<file path="config.mk">
export PLATFORM = sky130hd
export DESIGN_NAME = instr_fetch
export DESIGN_NICKNAME = d
export VERILOG_FILES = /design/src/rtl/riscv_pkg.sv /design/src/rtl/fetch_fifo.sv /design/src/rtl/instr_fetch.sv
export SDC_FILE = /design/constraint.sdc
export NUM_CORES = 1
export LEC_CHECK = 0
export BUFFER_PORTS_ARGS = -buffer_cell sky130_fd_sc_hd__buf_2
export CORE_ASPECT_RATIO = 0.9
export CORE_MARGIN = 2
export CORE_UTILIZATION = 58
export CTS_CLUSTER_DIAMETER = 60
export DETAILED_ROUTE_END_ITERATION = 8
export PLACE_DENSITY = 0.85
export SYNTH_ARGS = -nofsm -noshare
export SYNTH_HDL_FRONTEND = slang
export SYNTH_SLANG_ARGS = --single-unit
</file>
<file path="constraint.sdc">
create_clock -name clk -period 12.8 [get_ports clk]
set_clock_uncertainty 0.05 [all_clocks]
set_input_delay 1.28 -clock clk [delete_from_list [all_inputs] [get_ports clk]]
set_output_delay 1.28 -clock clk [all_outputs]
set_load 0.02 [all_outputs]
</file>
<file path="src/rtl/riscv_pkg.sv">
// Shared RV32 definitions: opcodes, pc_src encodings, fetch types.
// Used by instr_fetch, fetch_fifo and control_unit.
package riscv_pkg;

  localparam logic [31:0] RESET_PC_DEFAULT = 32'h0000_0000;

  localparam logic [6:0] OPC_LUI    = 7'b0110111;
  localparam logic [6:0] OPC_AUIPC  = 7'b0010111;
  localparam logic [6:0] OPC_JAL    = 7'b1101111;
  localparam logic [6:0] OPC_JALR   = 7'b1100111;
  localparam logic [6:0] OPC_BRANCH = 7'b1100011;
  localparam logic [6:0] OPC_LOAD   = 7'b0000011;
  localparam logic [6:0] OPC_STORE  = 7'b0100011;
  localparam logic [6:0] OPC_OP_IMM = 7'b0010011;
  localparam logic [6:0] OPC_OP     = 7'b0110011;
  localparam logic [6:0] OPC_SYSTEM = 7'b1110011;

  localparam logic [1:0] PC_SRC_PLUS4  = 2'b00;
  localparam logic [1:0] PC_SRC_BRANCH = 2'b01;
  localparam logic [1:0] PC_SRC_JAL    = 2'b10;
  localparam logic [1:0] PC_SRC_JALR   = 2'b11;

  typedef enum logic {
    FS_RUN   = 1'b0,
    FS_FLUSH = 1'b1
  } fetch_state_t;

  typedef struct packed {
    logic [31:0] pc;
    logic [31:0] instr;
  } fetch_entry_t;

  function automatic logic [31:0] word_align(
    input logic [31:0] a
  );
    return {a[31:2], 2'b00};
  endfunction

endpackage

</file>
<file path="src/rtl/fetch_fifo.sv">
// Small {pc, instr} buffer between imem responses and decode.
// Flush and reset empty it; a pop on a flush cycle is simply absorbed.
module fetch_fifo
  import riscv_pkg::*;
#(
  parameter int DEPTH = 2,
  localparam int CW = $clog2(DEPTH + 1),
  localparam int PW = (DEPTH > 1) ? $clog2(DEPTH) : 1
) (
  input  logic          clk,
  input  logic          rst,
  input  logic          push,
  input  fetch_entry_t  push_data,
  input  logic          pop,
  input  logic          flush,
  output fetch_entry_t  head,
  output logic [CW-1:0] count
);

  fetch_entry_t  mem [DEPTH];
  logic [PW-1:0] rd_q;
  logic [PW-1:0] wr_q;
  logic [CW-1:0] cnt_q;
  logic          do_push;
  logic          do_pop;
  logic          clr;

  function automatic logic [PW-1:0] nxt(
    input logic [PW-1:0] p
  );
    return (p == PW'(DEPTH - 1)) ? '0 : p + PW'(1);
  endfunction

  assign clr     = rst || flush;
  assign do_pop  = pop && (cnt_q != '0);
  assign do_push = push && ((cnt_q != CW'(DEPTH)) || do_pop);

  always_ff @(posedge clk) begin
    if (clr) begin
      rd_q  <= '0;
      wr_q  <= '0;
      cnt_q <= '0;
    end else begin
      if (do_push) wr_q <= nxt(wr_q);
      if (do_pop)  rd_q <= nxt(rd_q);
      cnt_q <= cnt_q + CW'(do_push) - CW'(do_pop);
    end
  end

  always_ff @(posedge clk) begin
    if (do_push && !clr) mem[wr_q] <= push_data;
  end

  assign head  = mem[rd_q];
  assign count = cnt_q;

endmodule

</file>
<file path="src/rtl/instr_fetch.sv">
// Fetch stage: issues word fetches, buffers responses with their PC,
// and drops in-flight responses after a redirect.
module instr_fetch
  import riscv_pkg::*;
#(
  parameter logic [31:0] RESET_PC        = RESET_PC_DEFAULT,
  parameter int          MAX_OUTSTANDING = 2
) (
  input  logic        clk,
  input  logic        rst,
  output logic        imem_req_valid,
  output logic [31:0] imem_req_addr,
  input  logic        imem_req_ready,
  input  logic        imem_rsp_valid,
  input  logic [31:0] imem_rsp_data,
  input  logic        redirect,
  input  logic [31:0] redirect_pc,
  output logic        instr_valid,
  input  logic        instr_ready,
  output logic [31:0] instr,
  output logic [31:0] instr_pc,
  output logic [6:0]  opcode,
  output logic [2:0]  funct3,
  output logic [6:0]  funct7
);

  localparam int CW = $clog2(MAX_OUTSTANDING + 1);

  fetch_state_t  state_q, state_d;
  logic [31:0]   fetch_pc_q, fetch_pc_d;
  logic [CW-1:0] out_q, out_d;
  logic [CW-1:0] fifo_count;
  logic [CW:0]   in_use;
  logic          req_hs;
  logic          rsp_take;
  logic          push;
  logic          pop;
  fetch_entry_t  push_entry;
  fetch_entry_t  head;

  assign in_use = {1'b0, out_q} + {1'b0, fifo_count};

  assign imem_req_valid = !rst && (state_q == FS_RUN)
                       && (in_use < (CW + 1)'(MAX_OUTSTANDING));
  assign imem_req_addr  = fetch_pc_q;
  assign req_hs         = imem_req_valid && imem_req_ready;
  assign rsp_take       = imem_rsp_valid && (out_q != '0);

  // Responses in RUN belong to consecutive requests ending at fetch_pc.
  assign push             = (state_q == FS_RUN) && rsp_take && !redirect;
  assign push_entry.pc    = fetch_pc_q - (32'(out_q) << 2);
  assign push_entry.instr = imem_rsp_data;

  assign instr_valid = !rst && (fifo_count != '0);
  assign pop         = instr_valid && instr_ready;

  always_comb begin
    state_d    = state_q;
    fetch_pc_d = req_hs ? fetch_pc_q + 32'd4 : fetch_pc_q;
    out_d      = out_q + CW'(req_hs) - CW'(rsp_take);
    unique case (state_q)
      FS_RUN: begin
        if (redirect) begin
          fetch_pc_d = word_align(redirect_pc);
          if (out_d != '0) state_d = FS_FLUSH;
        end
      end
      FS_FLUSH: begin
        if (redirect) fetch_pc_d = word_align(redirect_pc);
        if (out_d == '0) state_d = FS_RUN;
      end
      default: state_d = FS_RUN;
    endcase
  end

  always_ff @(posedge clk) begin
    if (rst) begin
      state_q    <= FS_RUN;
      fetch_pc_q <= RESET_PC;
      out_q      <= '0;
    end else begin
      state_q    <= state_d;
      fetch_pc_q <= fetch_pc_d;
      out_q      <= out_d;
    end
  end

  fetch_fifo #(
    .DEPTH (MAX_OUTSTANDING)
  ) u_fifo (
    .clk       (clk),
    .rst       (rst),
    .push      (push),
    .push_data (push_entry),
    .pop       (pop),
    .flush     (redirect),
    .head      (head),
    .count     (fifo_count)
  );

  assign instr    = instr_valid ? head.instr : '0;
  assign instr_pc = instr_valid ? head.pc    : '0;
  assign opcode   = instr[6:0];
  assign funct3   = instr[14:12];
  assign funct7   = instr[31:25];

endmodule

</file>
==> results.toml <==
[worst_setup_path]
crit_required_ns = 11.47
startpoint_type = "primary input"
crit_fanout = 63
worstPathArrival_ns = 3.14
path_class = "primary input to output port"
rr_worst_depth = 12
end_kind = "output port"

[place]
gp_congestion = 0.896
io_buffers = 178
hpwl_um = 11900
pre_cts_ws_ns = 8.34
dp_cells = 948

[yosys]
yosys_warnings = 0
synthArstFlopShare_pct = 0
synth-edff-count = 124
synthTopCellsByArea = "edfxtp_1 48%, dfxtp_1 9.8%, mux2i_1 8.0%, nor2_1 5.0%, xor2_1 2.7%"
synthCells = 670
synth.top_cell.area_share_pct = 48.1
syn_avg_cell_area_um2 = 11.6
yosys_most_used_dff = "edfxtp_1"
syn_area_mm2 = 0.00774
synth_cell_type_count = 57
synth_seq_cells = 162
synth_top_area_cell = "edfxtp_1"
synth-seq-area-share_pct = 57.9

[clocking]
cts.clk_slew.worst_paths_ns = 0.06
postCtsSetupBuffers = 0
clkSinkCount = 162
clockBufferDepth = 2
h-tree-depth = 4
cts_tree = "built"
cts_resized = 0
cts_root_buffer = "clkbuf_16"
hold_buffers = 0
numCtsBuffers = 17
worstSkewPairLatency_ns = 0.42

[die]
die_w_um = 126
die_y_um = 114
pin_count = 185
core_mm2 = 0.0132
dieArea_mm2 = 0.0143
num_rows = 40
initial_core_util_pct = 58.6

[route]
avgRoutedWirePerCell_um = 17.5
drc = 0
drtIter0Drc = 391
viasPerCell = 5.80
antenna_left = 0
num_vias = 5688
drt_wl_total_um = 17200
dr.pass1.iters = 5

[global_route]
grt_start_max_net_pins = 64
grt_pass1_wl_um = 27100
gr-total-overflow = 0
grt_antenna_before_repair = 0
grt_use_total_pct = 24.0
grt_pass1_vias = 5406

[hold_path]
hold_depth = 1
worstHoldPathType = "flop to flop"

[sta]
hold_violations = 0
fmax_mhz = 223
max_slew_margin_pct = 28.9
post-route-period-util_pct = 35.0
fin_ws_ns = 8.33
rsz0062_at_grt = "false"
fin_crit_ns = 4.47
setup_viol = 0
slew_violations = 0
tns_ns = 0
max_slew.worst_pin.slew_ns = 1.07

[final_layout]
area.growth.synth_to_final_pct = 17.9
diodes = 0
drive_above_1_share_pct = 27.1
final_cell_count_no_fill = 980
fill_cells = 969
final_nets = 878

[run_status]
run_status = "completed"

[power]
max-vdd-ir-drop_mv = 0.0928
power_density_mw_per_mm2 = 143
power_leakage_nw = 3.56

[flow_run]
maxCapViolCount = 0
## Yosys cell counts (2+ instances only)
cell / instances
edfxtp_1: 124
nand3_1: 13
buf_1: 6
fa_1: 2
buf_2: 5
nor3_1: 18
or2_2: 3
o21ai_0: 12
buf_4: 21
a211oi_1: 9
buf_6: 2
nor2b_1: 2
nand4_2: 2
clkbuf_1: 40
inv_1: 18
nand2b_1: 4
nand2_1: 18
a211o_1: 2
a311oi_1: 14
o31ai_1: 4
xnor2_1: 14
mux2i_1: 62
xor2_1: 24
or4_1: 8
ha_1: 7
and2_1: 5
and4_1: 6
dfxtp_1: 38
and3_1: 6
a2bb2oi_1: 2
nand4b_1: 2
nand4_1: 17
a21o_1: 2
a2111oi_0: 4
nor4_1: 19
nor2_1: 103
or3_1: 12
## worst paths after layout
| kind | start | to | slack [ns] |
|---|---|---|---|
| hold reg to reg | state_q$_SDFF_PP0_ | state_q$_SDFF_PP0_ | 0.47 |
| hold / removal | state_q$_SDFF_PP0_ | state_q$_SDFF_PP0_ | 0.47 |
| setup reg to reg | u_fifo.count[0]$_SDFF_PP0_ | state_q$_SDFF_PP0_ | 9.58 |
| setup / recovery | rst | instr[5] | 8.33 |
## cells in the final DEF (no fill, tap or decap), types with 3 or more instances in the layout
cell and count:
xor2_1 24, and4_1 6, a2111oi_0 4, nor2_1 102
and2_1 5, clkbuf_16 17, and3_1 5, o31ai_1 4
bufinv_16 4, nor4_1 19, ha_1 7, a311oi_1 14
clkbuf_1 3, or2_2 3, a211oi_1 9, xnor2_1 14
edfxtp_1 124, or3_1 12, nand3_1 13, nand4_1 17
mux2i_1 62, or4_1 8, o21ai_0 12, nor3_1 18
nand2b_1 4, inv_1 18, dfxtp_1 37, buf_2 178
clkinv_1 3, buf_4 4, conb_1 4, nand2_1 18
## per-stage QoR
stage | cell area [µm²] | hold WS [ns] | utilization [%] | power (mW)
2_1_floorplan | 7750 | 0.421 | - | 0.745
3_3_place_gp | 8510 | 0.441 | 64.4 | 0.781
3_5_place_dp | 8510 | 0.455 | 64.4 | 0.790
4_1_cts | 9120 | 0.469 | 69.0 | 1.31
5_1_grt | 9120 | 0.499 | 69.0 | 1.35
6_report | 9120 | 0.467 | 69.0 | 1.30
## critical path, cell delays in order
cell	delay (ns)
buf_2	0.52
inv_1	0.31
o21ai_4	0.11
buf_4	0.53
nor2_1	0.16
buf_2	0.20
## state kept, by name, indices dropped and copies added, names as in the netlist, named ones only
name	count
u_fifo.mem	124
imem_req_addr	30
out_q	2
u_fifo.count	2
state_q	1
u_fifo.rd_q	1
u_fifo.wr_q	1
## per-layer routing
layer	up-vias	share of wire [%]	GRT usage (%)
li1	2703	-	-
met2	258	47	39.5
met1	2706	44	32.2
met4	0	1.4	7.18
met5	-	0	0
met3	21	7.3	5.39
## area by class of cell
cell class / instances / area [µm²] / share of cell area, %
Timing Repair Buffer: 182 / 921 / 10.1
Sequential cell: 162 / 4490 / 49.2
Tap cell: 168 / 210 / 2.30
Clock buffer: 21 / 450 / 4.94
Multi-Input combinational cell: 417 / 2820 / 30.9
Inverter: 19 / 73.8 / 0.809
Clock inverter: 11 / 160 / 1.76
## power breakdown
part	internal (mW)	switching [mW]	total (mW)
Clock	0.330	0.190	0.520
Sequential	0.593	0.0259	0.619
Combinational	0.0591	0.102	0.162
## cells by family after synthesis
group	count (synthesis)	share of synthesized area [%]
other cells	1	0.0485
buf+inv	94	6.03
simple gates	242	15.9
flops	162	57.9
xor+xnor	38	4.30
compound gates	62	6.11
mux	62	8.02
fa+ha+maj	9	1.65
Power figures use the tool's default switching activity.
